[config.mk]
export PLATFORM = sky130hd
export DESIGN_NAME = ir_decoder
export DESIGN_NICKNAME = d
export VERILOG_FILES = /design/src/rtl/ir_decoder.sv
export SDC_FILE = /design/constraint.sdc
export NUM_CORES = 1
export LEC_CHECK = 0
export CORE_MARGIN = 10
export CORE_UTILIZATION = 45
export CTS_CLUSTER_DIAMETER = 30
export DETAILED_ROUTE_END_ITERATION = 10
export MAX_ROUTING_LAYER = met4
export SETUP_SLACK_MARGIN = 0.02
export SLEW_MARGIN = 20
export SYNTH_ARGS = -nofsm -noshare
export SYNTH_HDL_FRONTEND = slang
export SYNTH_SLANG_ARGS = --single-unit
[constraint.sdc]
create_clock -name clk -period 8.99 [get_ports clk]
set_input_delay 1.3485 -clock clk [delete_from_list [all_inputs] [get_ports clk]]
set_output_delay 1.3485 -clock clk [all_outputs]
set_load 0.01 [all_outputs]
[src/rtl/ir_decoder.sv]
// Pulse-distance IR frame receiver: a 4-unit start mark, then one 1-unit space plus a
// 1-unit (0) or 2-unit (1) mark per bit; a long space closes the frame.
module ir_decoder #(
  parameter int BASE_PULSE_WIDTH = 30000,
  parameter int TOL_PCT          = 1,
  parameter int MAX_BITS         = 20
) (
  input  logic                clk,
  input  logic                rst_n,
  input  logic                ir,
  output logic [MAX_BITS-1:0] frame_data,
  output logic [4:0]          frame_len,
  output logic                frame_valid,
  input  logic                frame_ready,
  output logic                frame_repeat,
  output logic                overrun,
  output logic                err
);

  localparam int MIN1_I = 1 * BASE_PULSE_WIDTH * (100 - TOL_PCT) / 100;
  localparam int MAX1_I = 1 * BASE_PULSE_WIDTH * (100 + TOL_PCT) / 100;
  localparam int MIN2_I = 2 * BASE_PULSE_WIDTH * (100 - TOL_PCT) / 100;
  localparam int MAX2_I = 2 * BASE_PULSE_WIDTH * (100 + TOL_PCT) / 100;
  localparam int MIN4_I = 4 * BASE_PULSE_WIDTH * (100 - TOL_PCT) / 100;
  localparam int MAX4_I = 4 * BASE_PULSE_WIDTH * (100 + TOL_PCT) / 100;
  // Counter saturates at MAX(4)+1; one extra code keeps cnt+1 from wrapping.
  localparam int CW     = $clog2(MAX4_I + 3);

  typedef logic [CW-1:0] cnt_t;
  localparam cnt_t MIN1 = cnt_t'(MIN1_I);
  localparam cnt_t MAX1 = cnt_t'(MAX1_I);
  localparam cnt_t MIN2 = cnt_t'(MIN2_I);
  localparam cnt_t MAX2 = cnt_t'(MAX2_I);
  localparam cnt_t MIN4 = cnt_t'(MIN4_I);
  localparam cnt_t MAX4 = cnt_t'(MAX4_I);
  localparam cnt_t SAT  = cnt_t'(MAX4_I + 1);

  localparam logic [1:0] S_IDLE  = 2'd0;
  localparam logic [1:0] S_START = 2'd1;
  localparam logic [1:0] S_PAUSE = 2'd2;
  localparam logic [1:0] S_BIT   = 2'd3;

  logic                ir_s1, ir_s2, ir_d;
  logic                rise, fall;
  cnt_t                cnt, dur;
  logic                is1, is2, is4;
  logic [1:0]          state, state_nxt;
  logic [MAX_BITS-1:0] sh;
  logic [4:0]          bit_cnt;
  logic                clr, shift_en, complete, err_set, len_ok;
  logic [MAX_BITS-1:0] hist_data;
  logic [4:0]          hist_len;
  logic                have_hist, handshake, new_repeat;

  // NOTE: sequential state uses non-blocking (<=) so every flop samples pre-edge values.
  always_ff @(posedge clk or negedge rst_n) begin
    if (!rst_n) begin
      ir_s1 <= 1'b1;
      ir_s2 <= 1'b1;
      ir_d  <= 1'b1;
    end else begin
      ir_s1 <= ir;
      ir_s2 <= ir_s1;
      ir_d  <= ir_s2;
    end
  end

  assign rise = ir_s2 & ~ir_d;
  assign fall = ~ir_s2 & ir_d;

  // cnt counts cycles since the current level began, so dur is the length of that level.
  always_ff @(posedge clk or negedge rst_n) begin
    if (!rst_n)               cnt <= '0;
    else if (rise || fall)    cnt <= '0;
    else if (cnt != SAT)      cnt <= cnt + cnt_t'(1);
  end

  assign dur = cnt + cnt_t'(1);
  assign is1 = (dur >= MIN1) && (dur <= MAX1);
  assign is2 = (dur >= MIN2) && (dur <= MAX2);
  assign is4 = (dur >= MIN4) && (dur <= MAX4);

  assign len_ok = ((bit_cnt == 5'd12) || (bit_cnt == 5'd15) || (bit_cnt == 5'd20))
                  && (bit_cnt <= 5'(MAX_BITS));

  // NOTE: every output of this block gets a default first so no latch is inferred.
  always_comb begin
    state_nxt = state;
    clr       = 1'b0;
    shift_en  = 1'b0;
    complete  = 1'b0;
    err_set   = 1'b0;
    case (state)
      S_IDLE: if (fall) state_nxt = S_START;
      S_START: begin
        if (rise) begin
          state_nxt = is4 ? S_PAUSE : S_IDLE;
          clr       = is4;
        end else if (!ir_s2 && dur > MAX4) begin
          state_nxt = S_IDLE;
        end
      end
      S_PAUSE: begin
        if (fall) begin
          state_nxt = is1 ? S_BIT : S_IDLE;
          err_set   = !is1;
        end else if (ir_s2 && dur > MAX2) begin
          state_nxt = S_IDLE;
          complete  = len_ok;
          err_set   = !len_ok;
        end
      end
      S_BIT: begin
        if (rise) begin
          if ((is1 || is2) && bit_cnt != 5'(MAX_BITS)) begin
            state_nxt = S_PAUSE;
            shift_en  = 1'b1;
          end else begin
            state_nxt = S_IDLE;
            err_set   = 1'b1;
          end
        end else if (!ir_s2 && dur > MAX2) begin
          state_nxt = S_IDLE;
          err_set   = 1'b1;
        end
      end
      default: state_nxt = S_IDLE;
    endcase
  end

  always_ff @(posedge clk or negedge rst_n) begin
    if (!rst_n) begin
      state   <= S_IDLE;
      sh      <= '0;
      bit_cnt <= '0;
      err     <= 1'b0;
    end else begin
      state <= state_nxt;
      err   <= err_set;
      if (clr) begin
        sh      <= '0;
        bit_cnt <= '0;
      end else if (shift_en) begin
        sh      <= {sh[MAX_BITS-2:0], is2};
        bit_cnt <= bit_cnt + 5'd1;
      end
    end
  end

  assign handshake  = frame_valid && frame_ready;
  assign new_repeat = have_hist && (hist_data == sh) && (hist_len == bit_cnt);

  // History tracks every completed frame, even one dropped on overrun.
  always_ff @(posedge clk or negedge rst_n) begin
    if (!rst_n) begin
      frame_data   <= '0;
      frame_len    <= '0;
      frame_valid  <= 1'b0;
      frame_repeat <= 1'b0;
      overrun      <= 1'b0;
      hist_data    <= '0;
      hist_len     <= '0;
      have_hist    <= 1'b0;
    end else begin
      if (complete) begin
        hist_data <= sh;
        hist_len  <= bit_cnt;
        have_hist <= 1'b1;
      end
      if (complete && frame_valid && !frame_ready) begin
        overrun <= 1'b1;
      end else begin
        if (handshake) overrun <= 1'b0;
        if (complete) begin
          frame_data   <= sh;
          frame_len    <= bit_cnt;
          frame_repeat <= new_repeat;
          frame_valid  <= 1'b1;
        end else if (handshake) begin
          frame_valid  <= 1'b0;
        end
      end
    end
  end

endmodule

-- After elaboration in Yosys (flattened, before gate mapping)
Cells that the tools add are included.
- bits in registers: 102
- word-level logic and storage cells: 109
- reduce and logical (&&, ||, !) cells: 29
- add/sub/neg operators: 2
- eq/ne operators: 14
- magnitude comparators: 9
- multiplexer cells: 34
- bitwise gates (word level): 5
- operators by type and width (operator ; count):
    $mux 20 ; 2
    $mux 17 ; 2
    $eq 20x20->1 ; 1
    $mux 2 ; 10
    $add 17x1->17 const B ; 1
    $ge 17x15->1 const B ; 1
    $ge 17x16->1 const B ; 1
    $ge 17x17->1 const B ; 1
    $gt 17x16->1 const B ; 1
    $gt 17x17->1 const B ; 1
    $le 17x15->1 const B ; 1
    $le 17x16->1 const B ; 1
    $le 17x17->1 const B ; 1
    $ne 17x17->1 const B ; 1
    $mux 1 ; 16
    $logic_and 1x1->1 ; 13
    $eq 5x4->1 const B ; 2
    $mux 5 ; 2
    $ne 3x3->1 const B ; 3
    $pmux 2 s4 ; 1
    $reduce_bool 2->1 ; 4
    $add 5x1->5 const B ; 1
    $eq 5x5->1 ; 1
    $eq 5x5->1 const B ; 1
    other kinds (13) ; 24

-- Depth between registers and ports, before layout
Gate-level depths: netlist of the first run.
- word-level depth: 11
- depth in mapped cells: 13
- mapped depth without buffers: 12

-- Worst setup path before layout of the first run
Ideal clock, no wire load.
- kind: flip-flop to flip-flop
- start point: reg cnt[0]
- end point: reg hist_data[15]
- setup time: 0.125 ns
- setup slack: 5.935 ns
- cell stages (with the launch flop): 13
- path buffers: 4
- period minus slack after synthesis: 3.055 ns
- arrival time: 2.930 ns
- path through: dfrtp_1 ha_1 buf_2 nand4_1 buf_2 nor2_1 a211oi_1 o211ai_1 a211o_1 a2111oi_2 buf_2 buf_2 mux2_2
- cells in the longest elaborated chain, start to end: 6
- ends and longest elaborated chain (element ; RTL line ; source):
    start, declared ; 45 ; cnt_t cnt, dur;
    start signal, assigned ; 75 ; else if (cnt != SAT) cnt <= cnt + cnt_t'(1);
    $add 17x1->17 ; 78 ; assign dur = cnt + cnt_t'(1);
    $gt 17x16->1 ; 107 ; end else if (ir_s2 && dur > MAX2) begin
    $logic_and 1x1->1 ; 107 ;
    $mux 1 ; 107 ;
    $mux 1 ; 104 ; if (fall) begin
    $mux 1 ; 93 ; case (state)
    end signal, assigned ; 166 ; hist_data <= sh;
    end, declared ; 51 ; logic [MAX_BITS-1:0] hist_data;
No other way between the ends.
A chain may end at the register's enable or synchronous reset.

-- Final worst setup path of the first run
- start point: reg cnt[0]
- end point: reg sh[0]
- cells in the longest elaborated chain, start to end: 9
- elaborated cells between the ends (all ways): 20
- classes of those cells: add/sub: 1; order compare: 6; mux: 7; reduce/logical: 6
- ends and longest elaborated chain (element ; RTL line ; source):
    $add 17x1->17 (*) ; 78 ;
    $ge 17x15->1, or another cell as far along ; 79 ; assign is1 = (dur >= MIN1) && (dur <= MAX1);
    $logic_and 1x1->1 (on tied branches) ; 79, 80 ;
    $logic_or 1x1->1 ; 115 ; if ((is1 || is2) && bit_cnt != 5'(MAX_BITS)) begin
    $logic_and 1x1->1 ; 115 ;
    $mux 1 ; 115 ;
    $mux 1 ; 114 ; if (rise) begin
    $mux 1 ; 93 ;
    $reduce_bool 2->1 (no line) ; n/a ;
    end signal, assigned ; 144 ; sh <= {sh[MAX_BITS-2:0], is2};
    end, declared ; 48 ; logic [MAX_BITS-1:0] sh;
Every way passes the cells marked *; elsewhere a longest branch is shown, timed or not. The select of a mux whose other input is x is not followed.

==> results of run 1 <==
[power by group through the flow]
stage | Sequential, W | Combinational, W | Clock (W)
finish | 0.000472 | 0.0000389 | 0.000386
global route | 0.000474 | 0.0000442 | 0.000413
CTS | 0.000472 | 0.0000398 | 0.000396
detailed placement | 0.000481 | 0.0000393 | 0
global placement | 0.000480 | 0.0000394 | 0
floorplan | 0.000474 | 0.0000291 | 0
[stage by stage]
step	setup slack, ns	hold WS [ns]	instance area, sq um	instances	utilization
floorplan	5.935	0.3452	5373	494	-
global placement	4.265	0.3463	5751	641	0.4972
detailed placement	4.413	0.3535	5753	641	0.4975
CTS	4.346	0.3636	6046	657	0.5228
global route	4.115	0.3653	6050	657	0.5231
finish	4.392	0.3612	6050	657	0.5231
[flip-flops by register name, indices dropped and copies added, names as in the netlist]
name and count:
hist_data 20, sh 20, ir_d 1, have_hist 1, frame_repeat 1, ir_s1 1
cnt 17, err 1, frame_data 20, frame_valid 1, ir_s2 1, frame_len 5
overrun 1, bit_cnt 5, hist_len 5, state 2
[final cells by class]
class	instances	area, sq um
Sequential cell	102	2556
Tap cell	143	178.9
Inverter	10	37.54
Clock buffer	9	225.2
Timing Repair Buffer	35	344.1
Fill cell	1042	5515
Multi-Input combinational cell	351	2640
Clock inverter	7	67.56
[layer usage]
| metal | routed length [um] | vias up | part of all wire | GRT usage |
|---|---|---|---|---|
| met3 | 366 | 21 | 0.030 | 0.03426 |
| met1 | 5353 | 1904 | 0.44 | 0.1829 |
| li1 | - | 1805 | - | - |
| met4 | 297 | 0 | 0.024 | 0.07090 |
| met2 | 6156 | 65 | 0.51 | 0.2636 |
| met5 | 0 | - | 0 | - |
[worst paths after layout]
check	start	end
max in group asynchronous	rst_n	cnt[15]
worst min register to register	ir_s1	ir_s2
worst min-delay path	ir_s1	ir_s2
min in group asynchronous	rst_n	cnt[2]
worst max register to register	cnt[0]	sh[0]
worst max-delay path	cnt[0]	sh[0]
[worst max-delay path, stage by stage (launching register included)]
cell	delay [ns]
dfrtp_1	0.54
ha_1	0.42
nand4_1	0.48
or4b_1	0.61
o21ai_0	0.28
o211ai_1	0.14
a21boi_0	0.31
o21ai_1	0.27
a21oi_4	0.84
nor2_2	0.23
a2bb2o_1	0.34
[placed cells by master (no fill, tap or decap), types with 7 or more instances in the layout]
cell type / Yosys / layout
xnor2_1: 21 / 21
nand3_1: 12 / 12
nor3_1: 10 / 10
nand2_1: 25 / 24
mux2i_1: 18 / 18
mux2_1: 12 / 12
dfrtp_1: 99 / 99
a21oi_1: 13 / 13
xor2_1: 22 / 22
nor2_1: 40 / 40
nor4_1: 12 / 12
mux2_2: 36 / 36
nand4_1: 11 / 11
o21ai_0: 13 / 13
clkdlybuf4s50_1: 0 / 31
ha_1: 7 / 7
clkbuf_16: 0 / 9
inv_1: 10 / 10
[logic make-up (layout without fill, tap and decap cells)]
logic type,after synthesis,count (layout)
simple gates,161,161
flops,102,102
compound gates,73,73
mux,66,66
xor+xnor,43,43
buf+inv,41,61
fa+ha+maj,8,8
[cell usage after synthesis, types with 6 or more instances]
master	number
dfrtp_1	99
nor2_1	40
mux2_2	36
nand2_1	25
xor2_1	22
xnor2_1	21
mux2i_1	18
a21oi_1	13
buf_2	13
o21ai_0	13
mux2_1	12
nand3_1	12
nor4_1	12
nand4_1	11
inv_1	10
nor3_1	10
clkbuf_1	9
ha_1	7
a22o_1	6
and2_1	6
and3_1	6
nand2b_1	6
nor2b_1	6
==> run metrics, run 1 <==
status complete, no violations; Syn Std Cell Area about 5400 sq um; endpoints failing setup 0; post-synthesis simple-gate area fraction 0.1635; Net Sw Power about 0.00023 W; final period utilization 0.5114; final setup TNS 0 ns; Nets 520; Setup Skew about 0.013 ns; fin. max-slew vios 0; fraction of layout cells with a size suffix above 1 0.1420; crit path time final ~4.6 ns; die width 129.3 um; flops & latches, synth around 100; Post-Syn Instances 494; GP Congestion ~0.86; vias in the first global route ~3900; Main synth FF type dfrtp_1; final wirelength ~12000 um; synth warn 0; mux cell area share after synthesis 0.1341; CP startpoint kind flop; Layout area overhead 12.60%; largest net degree at the start of global routing between 80 and 90; main combinational cell family by area after synthesis simple AND/OR/NAND/NOR gates; number of clock sinks 102; htree depth 3; Wirelength per Cell between 15 and 20 um; Initial Utilization 0.4646; syn nets approximately 510; I/O Buffers 32; GRT overflow 0; Max clock buf depth 2; row cnt 39; Root Driver clkbuf_16; Mean Syn Cell Area approximately 11 sq um; cell internal pwr approximately 0.00067 W; CTS tree done; ys async rst share 1.000; Register-to-Register Setup Slack ~4.4 ns; Area contributors post-synth dfrtp_1 (46%), mux2_2 (7.5%), xor2_1 (3.6%), xnor2_1 (3.4%), mux2i_1 (3.4%); switch share 0.2527; Power Dens Cells around 150 nW/um^2; Rel. slew slack 0.3463; Critical Path AT ~4.8 ns; setup bufs post-CTS 0; Compound-Gate Fraction of Synth Area 0.1004; sequential fraction of design power 0.526; initial antenna violation count 0; Worst-Margin Slew about 1 ns; Tot GR Track Use 0.1594; Min-Delay Path Depth 0; Tot Pwr 0.0008970 W; io pins 33; cell leakage power 2.744 nW; xor/xnor cell area share of the yosys netlist 0.07010; CP Max Fanout 25; reg2reg path depth 10; Achievable Freq about 0.22 GHz; via/cell ratio 5.776; HPWL Detailed roughly 8400 um; sequential fraction of the synthesis area 0.4758; Post-synth EDFFs 0; Initial DRC Count 303; Yosys top cell by area dfrtp_1; # DRC 0; n_diodes 0; worst skew pair latency 0.35 ns; CTS Hold Bufs 0; worst min path class flop to flop; core footprint 11560 sq um; CTS Buf Count 9; Hold Vio Cnt, Final 0; Clock power frac 0.430; top-area cell type share of the netlist area 0.4611; vias post-DR around 3800; Die Y-Extent about 130 um; first-pass GRT wire length a little over 20000 um; CP Capture Type flop; RSZ-0062 raised after global routing no; Adder-Cell Fraction of Synth Area 0.01816; Logic pwr share 0.043; Post-CTS Resized 0; Antenna Nets Post-Route 0; die area 16710 sq um; CP required between 9 and 10 ns; TritonRoute pass-1 iters 4; max-cap viol count 0; worst vdd ir roughly 0.18 mV; Worst-path clk slew ~0.07 ns; synth unique cells 65; crit path kind flop to flop
(Power assumes the default switching activity.)
==> run 2: changes to the inputs <==
- PLACE_DENSITY: not set -> 0.66
- clock period: 8.99 -> 4 ns (I/O delays scaled with it)
==> run metrics, run 2 (synthesis gave the netlist of run 1 again) <==
cell leakage power 2.809 nW (was 2.744 nW); GP Congestion 0.9077 (was 0.8590); CP top delay family compound AO/OA/AOI/OAI gates (unchanged); Rel. slew slack 0.5448 (was 0.3463); via/cell ratio 5.791 (was 5.776); crit path time final 3.566 ns (was 4.598 ns); fraction of layout cells with a size suffix above 1 0.1613 (was 0.1420); CP cell instances ha_1, nand4_1, buf_4, or4b_1, o21ai_0, o211ai_1, a21boi_0, o21ai_1, a21oi_4, buf_12, mux2i_1, nor2_1 (was ha_1, nand4_1, or4b_1, o21ai_0, o211ai_1, a21boi_0, o21ai_1, a21oi_4, nor2_2, a2bb2o_1); Root Driver clkbuf_16 (unchanged); Hold Vio Cnt, Final 0 (unchanged); worst min path class primary input to asynchronous set/reset pin (was flop to flop); Layout area overhead 14.51% (was 12.60%); metal2 WL 6016 um (was 6156 um); Worst-Margin Slew 0.6756 ns (was 0.9784 ns); CTS Hold Bufs 0 (unchanged); status complete, no violations (unchanged); placed insts 652 (was 641); most frequent cells in the layout dfrtp_1 (99), nor2_1 (40), mux2_2 (36) (unchanged); worst skew pair latency 0.34 ns (was 0.35 ns); worst hold slack 0.2845 ns (was 0.3612 ns); Worst-path clk slew 0.07 ns (about the same); io pins 33 (unchanged); CP Max Fanout 24 (was 25); worst path buffer plus inverter count 2 (was 0); htree depth 3 (unchanged); row cnt 39 (unchanged); Tot GR Track Use 0.1551 (was 0.1594); Crit path largest cell delay 0.56 ns (was 0.84 ns); initial antenna violation count 0 (unchanged); slowest CP cell dfrtp_1 (was a21oi_4); WL met3 419 um (was 366 um); CP Capture Type flop (unchanged); vias post-DR 3880 (was 3795); Antenna Nets Post-Route 0 (unchanged); Critical Path AT 3.79 ns (was 4.84 ns); CTS Buf Count 9 (unchanged); first-pass GRT wire length 20400 um (was 20470 um); HPWL Detailed 8423 um (was 8425 um); Achievable Freq 0.2804 GHz (was 0.2175 GHz); top sig layer met4 (unchanged); Max clock buf depth 2 (unchanged); n_diodes 0 (unchanged); I/O Buffers 32 (unchanged); die area 16710 sq um (unchanged); biggest registers after layout frame_data (20), hist_data (20), sh (20) (unchanged); Fill cells 1006 (was 1042); most common cell after layout, fill and taps aside dfrtp_1 (unchanged); final setup TNS 0 ns (unchanged); GRT overflow 0 (unchanged); CP startpoint kind flop (unchanged); number of clock sinks 102 (unchanged); fin. max-slew vios 0 (unchanged); die width 129.3 um (unchanged); final core occ 0.5320 (was 0.5231); core footprint 11560 sq um (unchanged); # DRC 0 (unchanged); endpoints failing setup 0 (unchanged); Setup Skew 0.01109 ns (was 0.01254 ns); RSZ-0062 raised after global routing no (unchanged); CP required 4.22 ns (was 9.23 ns); crit path kind flop to flop (unchanged); Wirelength per Cell 18.04 um (was 18.53 um); Initial DRC Count 354 (was 303); Power Dens Cells 325.6 nW/um^2 (was 148.3 nW/um^2); met1 wire length 5408 um (was 5353 um); vias in the first global route 3945 (was 3912); fin cells 670 (was 657); largest net degree at the start of global routing 50 (was 83); Initial Utilization 0.4646 (unchanged); final period utilization 0.8915 (was 0.5114); TritonRoute pass-1 iters 5 (was 4); Die Y-Extent 129.3 um (unchanged); final wirelength 12090 um (was 12170 um); CTS tree done (unchanged); Nets 533 (was 520); worst vdd ir 0.2541 mV (was 0.1754 mV); max-cap viol count 0 (unchanged)
## run 2: cell types whose count changed in the layout (fill, tap and decap cells not counted), sizes merged
| cell | delta |
|---|---|
| buf | +13 |
| clkbuf | +1 |
| clkinv | -1 |
## run 2: path summary, 6_finish.rpt
| check | start | end | slack [ns] | cells past startpoint |
|---|---|---|---|---|
| min reg2reg | ir_s1 | ir_s2 | 0.36 | 0 |
| min in group clk | ir_s1 | ir_s2 | 0.36 | 0 |
| max | cnt[0] | sh[16] | 0.43 | 12 |
| min | rst_n | cnt[7] | 0.28 | 1 |
| max reg2reg | cnt[0] | sh[16] | 0.43 | 12 |
| max in group asynchronous | rst_n | hist_data[10] | 2.87 | 2 |
## run 2: power by group
part           internal [W]  switching, W
logic             0.0000304     0.0000594
registers           0.00104     0.0000223
clock network      0.000450      0.000402
## run 2: metal layers
layer,global-route usage,vias to the layer above
met5,-,-
met4,0.04816,0
met3,0.02814,20
met2,0.2527,98
met1,0.1922,1932
li1,-,1830
## run 2: through the flow
| stage | instance area (sq um) | setup slack (ns) | power [W] |
|---|---|---|---|
| 6_report | 6152 | 0.4339 | 0.002003 |
| 2_1_floorplan | 5373 | 0.9450 | 0.001131 |
| 3_3_place_gp | 5846 | 0.2875 | 0.001170 |
| 3_5_place_dp | 5846 | 0.2743 | 0.001171 |
| 4_1_cts | 6136 | 0.2582 | 0.002025 |
| 5_1_grt | 6152 | 0.1944 | 0.002074 |
## run 2: timing repair
item,in CTS,in global routing
hold endpoints to repair,0,0
endpoints found under the setup margin,0,2
buffers inserted,0,2
gates resized for setup,0,1
## run 2: final cells by class
class / instances / area [sq um] / area share
clock buffers: 10 / 239.0 / 0.03884
clock inverters: 6 / 51.30 / 0.008338
inverters: 10 / 37.54 / 0.006101
multi-input cells: 351 / 2639 / 0.4289
flip-flops and latches: 102 / 2556 / 0.4155
well taps: 143 / 178.9 / 0.02908
repair buffers: 48 / 450.4 / 0.07322
## run 2: worst reg2reg max path, delay by kind of cell (launching register included)
| family | cells | cell delay [ns] |
|---|---|---|
| fa+ha+maj | 1 | 0.24 |
| compound gates | 5 | 1.16 |
| simple gates | 3 | 0.78 |
| buf+inv | 2 | 0.50 |
| mux | 1 | 0.22 |
| flops | 1 | 0.56 |
==> run 3: changes to the inputs <==
--- a/config.mk
+++ b/config.mk
@@ -7,2 +7,4 @@
 export LEC_CHECK = 0
+export ABC_AREA = 1
+export ABC_CLOCK_PERIOD_IN_PS = 4000
 export CORE_MARGIN = 10
@@ -12,3 +14,3 @@
 export MAX_ROUTING_LAYER = met4
-export PLACE_DENSITY = 0.66
+export PLACE_DENSITY = 0.65
 export SETUP_SLACK_MARGIN = 0.02
==> constraint.sdc (replaced) <==
create_clock -name clk -period 4 [get_ports clk]
set_input_delay 0.8 -clock clk [delete_from_list [all_inputs] [get_ports clk]]
set_output_delay 0.8 -clock clk [all_outputs]
set_load 0.01 [all_outputs]
==> run metrics, run 3 <==
Max clock buf depth 2 (unchanged); GRT overflow 0 (unchanged); Mean Syn Cell Area 8.291 sq um (was 10.88 sq um); final setup TNS 0 ns (unchanged); Post-Syn Instances 690 (was 494); I/O Buffers 32 (unchanged); Initial DRC Count 430 (was 354); n_diodes 0 (unchanged); most frequent cells in the layout nand2_1 (184), dfrtp_1 (99), inv_1 (71) (was dfrtp_1 (99), nor2_1 (40), mux2_2 (36)); list of most frequent post-synthesis cells nand2_1 (184), dfrtp_1 (99), inv_1 (71) (was dfrtp_1 (99), nor2_1 (40), mux2_2 (36)); CP required 4.24 ns (was 4.22 ns); endpoints failing setup 0 (unchanged); die width 132.8 um (was 129.3 um); CTS Hold Bufs 0 (unchanged); Wirelength per Cell 13.81 um (was 18.04 um); Power Dens Cells 322.4 nW/um^2 (was 325.6 nW/um^2); Tot GR Track Use 0.1528 (was 0.1551); grt peak-use layer met2 (unchanged); Fill cells 1234 (was 1006); htree depth 3 (unchanged); worst vdd ir 0.1590 mV (was 0.2541 mV); Setup Skew 0.006545 ns (was 0.01109 ns); DP Worst Slack 0.7506 ns (was 0.2743 ns); Reg area 2556 sq um (unchanged); core footprint 12520 sq um (was 11560 sq um); worst min path class flop to flop (was primary input to asynchronous set/reset pin); met1 GRT Util 0.1980 (was 0.1922); CP cell instances ha_1, nand3_1, nor2_1, nand3_1, nand2_1, nand2_1, nand2_1, inv_2, a21oi_1, nand2_1, nand2_1, nand2_1, nand2_2, nand3_2, buf_4, nand3_1, o21ai_1 (was ha_1, nand4_1, buf_4, or4b_1, o21ai_0, o211ai_1, a21boi_0, o21ai_1, a21oi_4, buf_12, mux2i_1, nor2_1); GP Congestion 0.8859 (was 0.9077); Antenna Nets Post-Route 0 (unchanged); cell leakage power 2.979 nW (was 2.809 nW); Tot Pwr 0.002074 W (was 0.002003 W); Post-CTS Resized 0 (unchanged); CP Max Fanout 23 (was 24); CTS Buf Count 9 (unchanged); Nets 727 (was 533); mux cell area share after synthesis 0 (was 0.1341); worst skew pair latency 0.35 ns (was 0.34 ns); Layout area overhead 12.47% (was 14.51%); Post-synth EDFFs 0 (unchanged); synth warn 0 (unchanged); Compound-Gate Fraction of Synth Area 0.1129 (was 0.1004); Crit path largest cell delay 0.49 ns (was 0.56 ns); Main synth FF type dfrtp_1 (unchanged); via/cell ratio 5.102 (was 5.791); most numerous cell on the critical path nand2_1; Critical Path AT 3.49 ns (was 3.79 ns); grt met3 use 0.02422 (was 0.02814); Rel. slew slack 0.4759 (was 0.5448); setup bufs post-CTS 0 (unchanged); Die Y-Extent 132.8 um (was 129.3 um); Final Worst Setup Slack 0.7509 ns (was 0.4339 ns); Area contributors post-synth dfrtp_1 (43%), nand2_1 (12%), o21ai_2 (6.3%), inv_1 (4.7%), nor2_1 (4.0%) (was dfrtp_1 (46%), mux2_2 (7.5%), xor2_1 (3.6%), xnor2_1 (3.4%), mux2i_1 (3.4%)); CTS tree done (unchanged); xor/xnor cell area share of the yosys netlist 0.03062 (was 0.07010); row cnt 41 (was 39); most common cell after layout, fill and taps aside nand2_1 (was dfrtp_1); max-cap viol count 0 (unchanged); Syn Std Cell Area 5720 sq um (was 5373 sq um); fin. max-slew vios 0 (unchanged); post-synthesis simple-gate area fraction 0.3143 (was 0.1635); RSZ-0062 raised after global routing no (unchanged); Adder-Cell Fraction of Synth Area 0.01531 (was 0.01816); vias in the first global route 4495 (was 3945); TritonRoute pass-1 iters 5 (unchanged); Root Driver clkbuf_16 (unchanged); die area 17620 sq um (was 16710 sq um); slowest CP cell nand3_2 (was dfrtp_1); crit path time final 3.249 ns (was 3.566 ns); Initial Utilization 0.4570 (was 0.4646); final wirelength 12330 um (was 12090 um); final core occ 0.5140 (was 0.5320); # DRC 0 (unchanged); HPWL Detailed 9158 um (was 8423 um); fin cells 893 (was 670); most common cell in the netlist nand2_1 (was dfrtp_1); syn nets 701 (was 505); largest net degree at the start of global routing 54 (was 50); status complete, no violations (unchanged); initial antenna violation count 0 (unchanged); number of clock sinks 102 (unchanged); main combinational cell family by area after synthesis simple AND/OR/NAND/NOR gates (unchanged); flops & latches, synth 102 (unchanged); Worst-Margin Slew 0.7839 ns (was 0.6756 ns); top-area cell type share of the netlist area 0.4331 (was 0.4611); area of the multi-input gates 2706 sq um (was 2639 sq um); synth unique cells 43 (was 65); Worst-path clk slew 0.07 ns (about the same); vias post-DR 4556 (was 3880); fraction of layout cells with a size suffix above 1 0.1720 (was 0.1613); biggest registers after layout frame_data (20), hist_data (20), sh (20) (unchanged); CP Capture Type flop (unchanged); placed insts 877 (was 652); met2 usage 0.2300 (was 0.2527); Hold Vio Cnt, Final 0 (unchanged); first-pass GRT wire length 21850 um (was 20400 um); final period utilization 0.8123 (was 0.8915); CP startpoint kind flop (unchanged); crit path kind flop to flop (unchanged); sequential fraction of the synthesis area 0.4469 (was 0.4758); Yosys top cell by area dfrtp_1 (unchanged); ys async rst share 1.000 (unchanged); io pins 33 (unchanged); Achievable Freq 0.3078 GHz (was 0.2804 GHz)
-- run 3: changes by cell type after synthesis, moves of 11 or more --
cell     change
buf_2       -11
inv_1       +61
mux2_1      -12
mux2_2      -36
mux2i_1     -18
nand2_1    +159
nand2_2     +11
nand3_1     +26
nand3_2     +16
nor2_1      +21
o21ai_0     +21
o21ai_2     +41
xnor2_1     -13
-- run 3: critical path: cells and delay by family, from the launching register on --
family / cells / cell delay, ns
flip-flops: 1 / 0.42
adder cells (fa/ha/maj): 1 / 0.25
AO/OA/AOI/OAI: 2 / 0.24
buffers and inverters: 2 / 0.51
AND/OR/NAND/NOR: 12 / 1.69
-- run 3: report_power, final --
part           switching, W  internal, W
Clock              0.000397     0.000508
Sequential        0.0000145      0.00104
Combinational     0.0000776    0.0000335
Total              0.000489      0.00159
-- run 3: cells by family after synthesis --
| logic type | count (synthesis) |
|---|---|
| AND/OR/NAND/NOR | 368 |
| flip-flops | 102 |
| buffers and inverters | 98 |
| AO/OA/AOI/OAI | 95 |
| XOR/XNOR | 20 |
| adder cells (fa/ha/maj) | 7 |
-- run 3: worst paths after layout --
path	slack [ns]	depth (start not counted)	from	endpoint
worst min-delay path	0.36	0	ir_s1	ir_s2
worst min register to register	0.36	0	ir_s1	ir_s2
max in group asynchronous	2.83	2	rst_n	frame_data[15]
min in group asynchronous	0.48	1	rst_n	frame_data[2]
worst max-delay path	0.75	17	cnt[0]	sh[19]
worst max register to register	0.75	17	cnt[0]	sh[19]
-- run 3: layer usage --
metal	vias to the layer above	share of wire
met4	0	0.024
met2	124	0.45
met3	24	0.049
li1	2258	-
met1	2150	0.47
met5	-	0
-- run 3: final cells by class --
cell class,instances,area share
sequential,102,0.3973
inverter,78,0.04590
multi-input combinational,490,0.4207
clock inverter,6,0.01070
timing repair buffer,35,0.05484
tap,172,0.03345
clock buffer,10,0.03715
-- run 3: metrics by stage --
step	hold slack [ns]	instance area [sq um]
after global routing	0.3635	6434
final	0.3593	6434
after detailed placement	0.3515	6126
after floorplan	0.3452	5720
after CTS	0.3615	6434
after global placement	0.3465	6126
